$ cat src/rtl/mem_access.sv
// MEM stage of the RV32I pipeline: registers the ALU-stage slot, runs loads/stores over a
// req/ready data bus, stalls upstream while an access is outstanding, and feeds writeback.
module mem_access #(
    parameter int unsigned ADDR_W = 32
) (
    input  logic              CLK,
    input  logic              RST,
    input  logic [31:0]       A_PC,
    input  logic [31:0]       A_INST,
    input  logic              A_VALID,
    input  logic [4:0]        A_REG_D,
    input  logic [31:0]       A_REG_D_V,
    input  logic              A_MEM_RE,
    input  logic              A_MEM_WE,
    input  logic [2:0]        A_FUNCT3,
    input  logic [31:0]       A_STORE_DATA,
    output logic              MEM_REQ,
    output logic              MEM_WE,
    output logic [ADDR_W-1:0] MEM_ADDR,
    output logic [3:0]        MEM_STRB,
    output logic [31:0]       MEM_WDATA,
    input  logic              MEM_READY,
    input  logic [31:0]       MEM_RDATA,
    output logic              M_STALL,
    output logic [31:0]       M_PC,
    output logic [31:0]       M_INST,
    output logic              M_VALID,
    output logic [4:0]        M_REG_D,
    output logic [31:0]       M_REG_D_V,
    output logic              M_MISALIGN,
    output logic              FWD_M_VALID,
    output logic [4:0]        FWD_M_REG_D,
    output logic [31:0]       FWD_M_REG_D_V
);

    typedef enum logic [1:0] {StIdle, StBusy, StDone} state_e;

    state_e      state_q, state_d;
    logic [31:0] pc_q, pc_d;
    logic [31:0] inst_q, inst_d;
    logic        valid_q, valid_d;
    logic [4:0]  rd_q, rd_d;
    logic [31:0] val_q, val_d;
    logic        ld_q, ld_d;
    logic        st_q, st_d;
    logic [2:0]  f3_q, f3_d;
    logic [31:0] sdata_q, sdata_d;
    logic        mis_q, mis_d;
    logic [31:0] rdata_q, rdata_d;

    logic        a_mem;
    logic        a_mis;
    logic        busy;
    logic [1:0]  off;
    logic [31:0] lane;
    logic [31:0] load_val;
    logic [4:0]  out_rd;

    // Funct3 low bits: 00 byte, 01 half, anything else is a word access.
    always_comb begin
        a_mem = A_VALID && (A_MEM_RE || A_MEM_WE);
        a_mis = a_mem && (((A_FUNCT3[1:0] == 2'b01) && A_REG_D_V[0]) ||
                          (A_FUNCT3[1] && (A_REG_D_V[1:0] != 2'b00)));
    end

    always_comb begin
        state_d = state_q;
        pc_d    = pc_q;
        inst_d  = inst_q;
        valid_d = valid_q;
        rd_d    = rd_q;
        val_d   = val_q;
        ld_d    = ld_q;
        st_d    = st_q;
        f3_d    = f3_q;
        sdata_d = sdata_q;
        mis_d   = mis_q;
        rdata_d = rdata_q;
        unique case (state_q)
            StIdle, StDone: begin
                pc_d    = A_PC;
                inst_d  = A_INST;
                valid_d = A_VALID;
                rd_d    = A_REG_D;
                val_d   = A_REG_D_V;
                ld_d    = A_VALID && A_MEM_RE && !A_MEM_WE;
                st_d    = A_VALID && A_MEM_WE;
                f3_d    = A_FUNCT3;
                sdata_d = A_STORE_DATA;
                mis_d   = a_mis;
                state_d = (a_mem && !a_mis) ? StBusy : StIdle;
            end
            StBusy: begin
                if (MEM_READY) begin
                    rdata_d = MEM_RDATA;
                    state_d = StDone;
                end
            end
            default: state_d = StIdle;
        endcase
    end

    always_ff @(posedge CLK or negedge RST) begin
        if (!RST) begin
            state_q <= StIdle;
            pc_q    <= '0;
            inst_q  <= '0;
            valid_q <= 1'b0;
            rd_q    <= '0;
            val_q   <= '0;
            ld_q    <= 1'b0;
            st_q    <= 1'b0;
            f3_q    <= '0;
            sdata_q <= '0;
            mis_q   <= 1'b0;
            rdata_q <= '0;
        end else begin
            state_q <= state_d;
            pc_q    <= pc_d;
            inst_q  <= inst_d;
            valid_q <= valid_d;
            rd_q    <= rd_d;
            val_q   <= val_d;
            ld_q    <= ld_d;
            st_q    <= st_d;
            f3_q    <= f3_d;
            sdata_q <= sdata_d;
            mis_q   <= mis_d;
            rdata_q <= rdata_d;
        end
    end

    // Bus side: everything is derived from the held slot, so it is stable for the whole BUSY.
    always_comb begin
        busy     = (state_q == StBusy);
        off      = val_q[1:0];
        MEM_REQ  = busy;
        M_STALL  = busy;
        MEM_WE   = busy && st_q;
        MEM_ADDR = {val_q[ADDR_W-1:2], 2'b00};
        case (f3_q[1:0])
            2'b00: begin
                MEM_STRB  = 4'b0001 << off;
                MEM_WDATA = {4{sdata_q[7:0]}};
            end
            2'b01: begin
                MEM_STRB  = 4'b0011 << off;
                MEM_WDATA = {2{sdata_q[15:0]}};
            end
            default: begin
                MEM_STRB  = 4'b1111;
                MEM_WDATA = sdata_q;
            end
        endcase
        if (!busy) begin
            MEM_STRB = 4'b0000;
        end
    end

    // Load lane select and extension; funct3[2] set means zero-extend.
    always_comb begin
        lane = rdata_q >> {off, 3'b000};
        case (f3_q[1:0])
            2'b00:   load_val = {{24{~f3_q[2] & lane[7]}}, lane[7:0]};
            2'b01:   load_val = {{16{~f3_q[2] & lane[15]}}, lane[15:0]};
            default: load_val = rdata_q;
        endcase
    end

    always_comb begin
        out_rd        = (st_q || mis_q) ? 5'd0 : rd_q;
        M_PC          = pc_q;
        M_INST        = inst_q;
        M_VALID       = (state_q == StDone) || ((state_q == StIdle) && valid_q);
        M_REG_D       = out_rd;
        M_REG_D_V     = (out_rd == 5'd0) ? 32'd0 : (ld_q ? load_val : val_q);
        M_MISALIGN    = mis_q;
        FWD_M_VALID   = M_VALID && (out_rd != 5'd0);
        FWD_M_REG_D   = out_rd;
        FWD_M_REG_D_V = M_REG_D_V;
    end

endmodule
$ cat config.mk
export PLATFORM = sky130hd
export DESIGN_NAME = mem_access
export DESIGN_NICKNAME = d
export VERILOG_FILES = /design/src/rtl/mem_access.sv
export SDC_FILE = /design/constraint.sdc
export NUM_CORES = 1
export LEC_CHECK = 0
export BUFFER_PORTS_ARGS = -buffer_cell sky130_fd_sc_hd__buf_4
export CORE_AREA = 3 3 149 151
export DETAILED_ROUTE_END_ITERATION = 8
export DIE_AREA = 0 0 152 154
export GPL_TIMING_DRIVEN = 0
export PLACE_DENSITY = 0.72
export SYNTH_ARGS = -nofsm -noshare
export SYNTH_HDL_FRONTEND = slang
export SYNTH_SLANG_ARGS = --single-unit
$ cat constraint.sdc
create_clock -name CLK -period 1.6 [get_ports CLK]
set_clock_uncertainty 0.05 [all_clocks]
set_input_delay 0.08 -clock CLK [delete_from_list [all_inputs] [get_ports CLK]]
set_output_delay 0.08 -clock CLK [all_outputs]
set_load 0.1 [all_outputs]
* Word-level counts from Yosys, hierarchy flattened *
Cells that the tools add are included.

cells by class
  equal/unequal tests = 5
  bitwise gates (word level) = 3
  div/mod/pow operators = 0
  $add $sub $neg = 0
  $mul = 0
  $lt $le $gt $ge = 0
  shift-type cells = 3
  reductions and logical operators = 24
  mux-type cells = 10

operators by type and width
  operator                                                count
  one-hot mux 32 bit (2 select lines)                     2
  2-to-1 mux 32 bit                                       2
  >> shifter 32 x 5 -> 16 bit                             1
  logical AND 1 bit                                       11
  one-hot mux 4 bit (2 select lines)                      1
  == test 2 x 1 -> 1 bit (second input constant)          3
  zero test 5 bit                                         1
  2-to-1 mux 5 bit                                        1
  nonzero test 5 bit                                      1
  zero test 2 bit                                         2
  logical OR 1 bit                                        4
  2-to-1 mux 4 bit                                        1
  one-hot mux 2 bit (2 select lines)                      1
  left shift 1 x 2 -> 4 bit (first input constant)        1
  left shift 2 x 2 -> 4 bit (first input constant)        1
  AND 1 bit                                               2
  == test 2 bit (second input constant)                   1
  zero test 1 bit                                         2
  2-to-1 mux 2 bit                                        1
  inequality test 2 x 1 -> 1 bit (second input constant)  1
  AND reduction 2 bit                                     1
  nonzero test 2 bit                                      1
  OR reduction 2 bit                                      1
  2-to-1 mux 1 bit                                        1
  inverter 1 bit                                          1

storage, ports and cells
  bits in read-only memories = 0
  output and inout port bits = 212
  flip-flop bits (word level) = 174
  latch bits = 0
  memories kept = 0
  word-level logic and storage cells = 57
  bits in writable memories = 0
  input bits = 174

* Logic depth before layout (Yosys ltp) *
  word-level depth = 8
  depth in mapped cells = 7

* Worst setup path before layout *
Ideal clock, no wire load.

  path type = register to output
  start point = register mis_q, in the netlist M_MISALIGN
  end point = output M_REG_D_V[31]
  stages on the path, launching flop included = 5
  data arrival time = 4.122 ns
  path buffers = 1
  slack = -2.652 ns
  cells stage by stage = dfrtp_1 -> nor2_1 -> o21ai_4 -> o21ai_0 -> buf_4

between the ends
  cells in the longest elaborated chain, start to end = 4

ends and longest elaborated chain
  item                    RTL line  source
  start, declared         48        logic mis_q, mis_d;
  start signal, assigned  128       mis_q <= mis_d;
  logical OR 1 bit        171       out_rd = (st_q || mis_q) ? 5'd0 : rd_q;
  2-to-1 mux 5 bit        171
  zero test 5 bit         176       M_REG_D_V = (out_rd == 5'd0) ? 32'd0 : (ld_q ? load_val : val_q);
  2-to-1 mux 32 bit       176
  end, declared           29        output logic [31:0] M_REG_D_V,

No other way between the ends.

* Worst setup path in the final report *
  start point = register val_q[0]
  end point = output M_REG_D_V[8]

between the ends
  cells in the longest elaborated chain, start to end = 5

ends and longest elaborated chain
  item                                     RTL line  source
  start, declared                          43        logic [31:0] val_q, val_d;
  start signal, assigned                   123       val_q <= val_d;
  >> shifter 32 x 5 -> 16 bit (*)          162       lane = rdata_q >> {off, 3'b000};
  AND 1 bit                                164       2'b00: load_val = {{24{~f3_q[2] & lane[7]}}, lane[7:0]};
  one-hot mux 32 bit (2 select lines) (*)  163       case (f3_q[1:0])
  2-to-1 mux 32 bit (*) (2 in series)      176

Every way passes the cells marked *; elsewhere a longest branch is shown, timed or not.

==> out/metrics.cfg <==
[status]
outcome=finished with violations
violations=negative setup slack

[setup_path]
timing.rr.end=rdata_q[24]
critPathLaunchType=flip-flop
critPathArrivalTime_ns=2.58
path_buf_inv=2
crit_end=M_REG_D_V[8]
cp_slowest_cell=a222oi_1
cp_max_fo=6
critPathMaxStageDelay_ns=0.77
crit_chain=and3b_2 > and2_4 > a222oi_1 > a21oi_4 > buf_12 > buf_12
worstRegToRegCells=8
worstSetupPathType=flip-flop to primary output
critPathTopFamily=compound AO/OA/AOI/OAI gates
cp.required_ns=1.47
reg2reg_slack_ns=-0.08
startpoint=val_q[0]
endpoint_kind=primary output
cp_common_cell=buf_12
r2r-start=state_q[0]
worst-path-stages=6

[pwr]
total_power_uw=26800
leakage_uw=0.00796
p_per_area_nw_per_um2=1530
vdd_ir_drop_max_mv=0.971

[sta]
max_slew_margin_pct=43.8
period_minus_slack_ns=2.71
hold_violations=0
rsz0062_at_grt=true
worst_pin_slew_ns=0.843
max_freq_mhz=370
setup_slack_ns=-1.11
slew_viol_final=0
final-setup-viol-count=127
finalCritPeriodShare_pct=169

[synth]
ys_warn_count=0
syn_inst=675
yosys.area.top_type=dfrtp_1
ys_ff_latch=174
ys_async_sr_fraction_pct=100
synthFlopType=dfrtp_1
syn_area_per_cell_um2=12.5
ys_types=46
mappedNetlistArea_um2=8470
ys_seq_area_share_pct=51.4
synth.top_cell.area_share_pct=51.4
synth_edf_count=0
synth_area_leaders=dfrtp_1 51%, mux2_2 24%, buf_4 6.9%

[cells_and_area]
area_growth_syn_to_layout_pct=107
nets=1474
drive_gt1_share_pct=66.0
fin_area_um2=17500
layout_commonest_cell=buf_4
final_cell_mix=349 x buf_4, 175 x dlygate4sd3_1, 169 x dfrtp_1

[global_routing]
grt_usage_pct=29.4
grt_max_degree=109
overflow=0
antenna_found_initial=5
grt_pass1_vias=9292
grt_pass1_wl_mm=54.4

[floorplanning]
die_w_um=152
die-height_um=154
core_area_um2=21000
num_rows=53
io_pins=386
die_area_um2=23400
floorplan.initialDensity_pct=40.4

[routing]
detail-route-antenna-nets=0
first_pass_iters=9
vias=8182
drt_iter0_drc=475
drc=0
wire_per_inst_um=23.0
wl_mm=36.6
via_per_inst=5.14

[hold_path]
hold_path_class=input pin to async pin

[flow_run]
maxCapViolCount=0

[placement]
place_congestion=0.867
port-buffer-count=383
postPlaceCellArea_um2=12900
dp_hpwl_mm=21.6

[cts]
cts.sinks=174
cts_tree=yes
clk_latency_ns=0.42
cts_max_path_buffers=2
cts.htree.levels=4
path_clk_slew_ns=0.07
cts_buffers=17
cts_root_buf=clkbuf_16

-- state kept, by name (all words and copies together) (netlist names) --
register / count
valid_q: 1
rdata_q: 32
sdata_q: 32
state_q: 2
val_q: 32
M_MISALIGN: 1
ld_q: 1
rd_q: 5
M_PC: 32
M_INST: 32
st_q: 1
f3_q: 3
-- cells in the mapped netlist (2+ instances only) --
| cell type | number |
|---|---|
| buf_2 | 19 |
| o21ai_0 | 36 |
| nor3_1 | 2 |
| mux2_2 | 180 |
| inv_1 | 7 |
| a222oi_1 | 5 |
| dfrtp_1 | 174 |
| a22oi_1 | 13 |
| and2_1 | 7 |
| mux2i_1 | 16 |
| nand3_1 | 3 |
| o21ai_1 | 2 |
| buf_4 | 78 |
| o21ai_2 | 10 |
| clkbuf_1 | 7 |
| nand2b_1 | 7 |
| a21oi_1 | 25 |
| nor2_1 | 13 |
| nand3b_1 | 3 |
| buf_1 | 10 |
| mux2_1 | 2 |
| nand2_1 | 24 |
| o221ai_1 | 7 |
| and3_1 | 3 |
-- repair_timing --
action,4_1_cts,5_1_grt
gates cloned,5,1
endpoints found under the setup margin,223,206
buffers inserted,35,14
pin swaps,18,18
resized for setup,372,73
hold buffers,175,0
endpoints found under the hold margin,239,0
-- metrics by stage --
step | hold WS (ns) | util, % | instances | setup TNS (ns) | setup WS (ns)
after global placement | 0.262 | 61.2 | 1334 | -199.94 | -1.10
after global routing | 0.229 | 83.7 | 1593 | -75.45 | -1.06
final | 0.194 | 83.7 | 1593 | -68.67 | -1.11
after floorplan | -0.266 | - | 676 | -48.75 | -0.700
after CTS | 0.158 | 82.3 | 1579 | -69.39 | -0.973
after detailed placement | 0.0215 | 61.4 | 1335 | -67.77 | -0.817
-- cell families (layout without fill, tap and decap cells) --
logic type / after synthesis / count (layout) / synth area share (%)
multiplexers: 198 / 198 / 26.1
flip-flops: 174 / 174 / 51.4
buffers and inverters: 124 / 761 / 9.48
AO/OA/AOI/OAI: 111 / 111 / 9.05
AND/OR/NAND/NOR: 67 / 67 / 3.93
other: 1 / 7 / 0.0443
-- worst min-delay path by stage --
stage	endpoint	depth (start not counted)
floorplan	M_INST[0]	0
global placement	M_PC[1]	2
detailed placement	val_q[5]	1
CTS	val_q[5]	2
global route	val_q[5]	2
finish	val_q[5]	2
-- where the power goes --
group | leakage (µW) | switching [µW] | internal [µW]
sequential | 0.00204 | 833 | 5210
combinational | 0.00562 | 10200 | 6110
clock | 0.000306 | 2000 | 2530
-- cell type report --
cell class                      instances  area, µm²
Tap cell                              275        344
Fill cell                            1040       3420
Buffer                                113       1430
Clock inverter                         14        204
Antenna cell                            5       12.5
Inverter                                7       36.3
Clock buffer                           18        429
Sequential cell                       174       4360
Multi-Input combinational cell        378       4190
Timing Repair Buffer                  609       6520
-- metal layers --
| layer | GRT usage, % | vias up | routed length, µm |
|---|---|---|---|
| met1 | 32.5 | 4115 | 13300 |
| met3 | 7.06 | 75 | 2140 |
| li1 | - | 3587 | - |
| met2 | 55.7 | 405 | 20200 |
| met5 | 0 | - | 0 |
| met4 | 9.25 | 0 | 1010 |
Power figures use the tool's default switching activity.
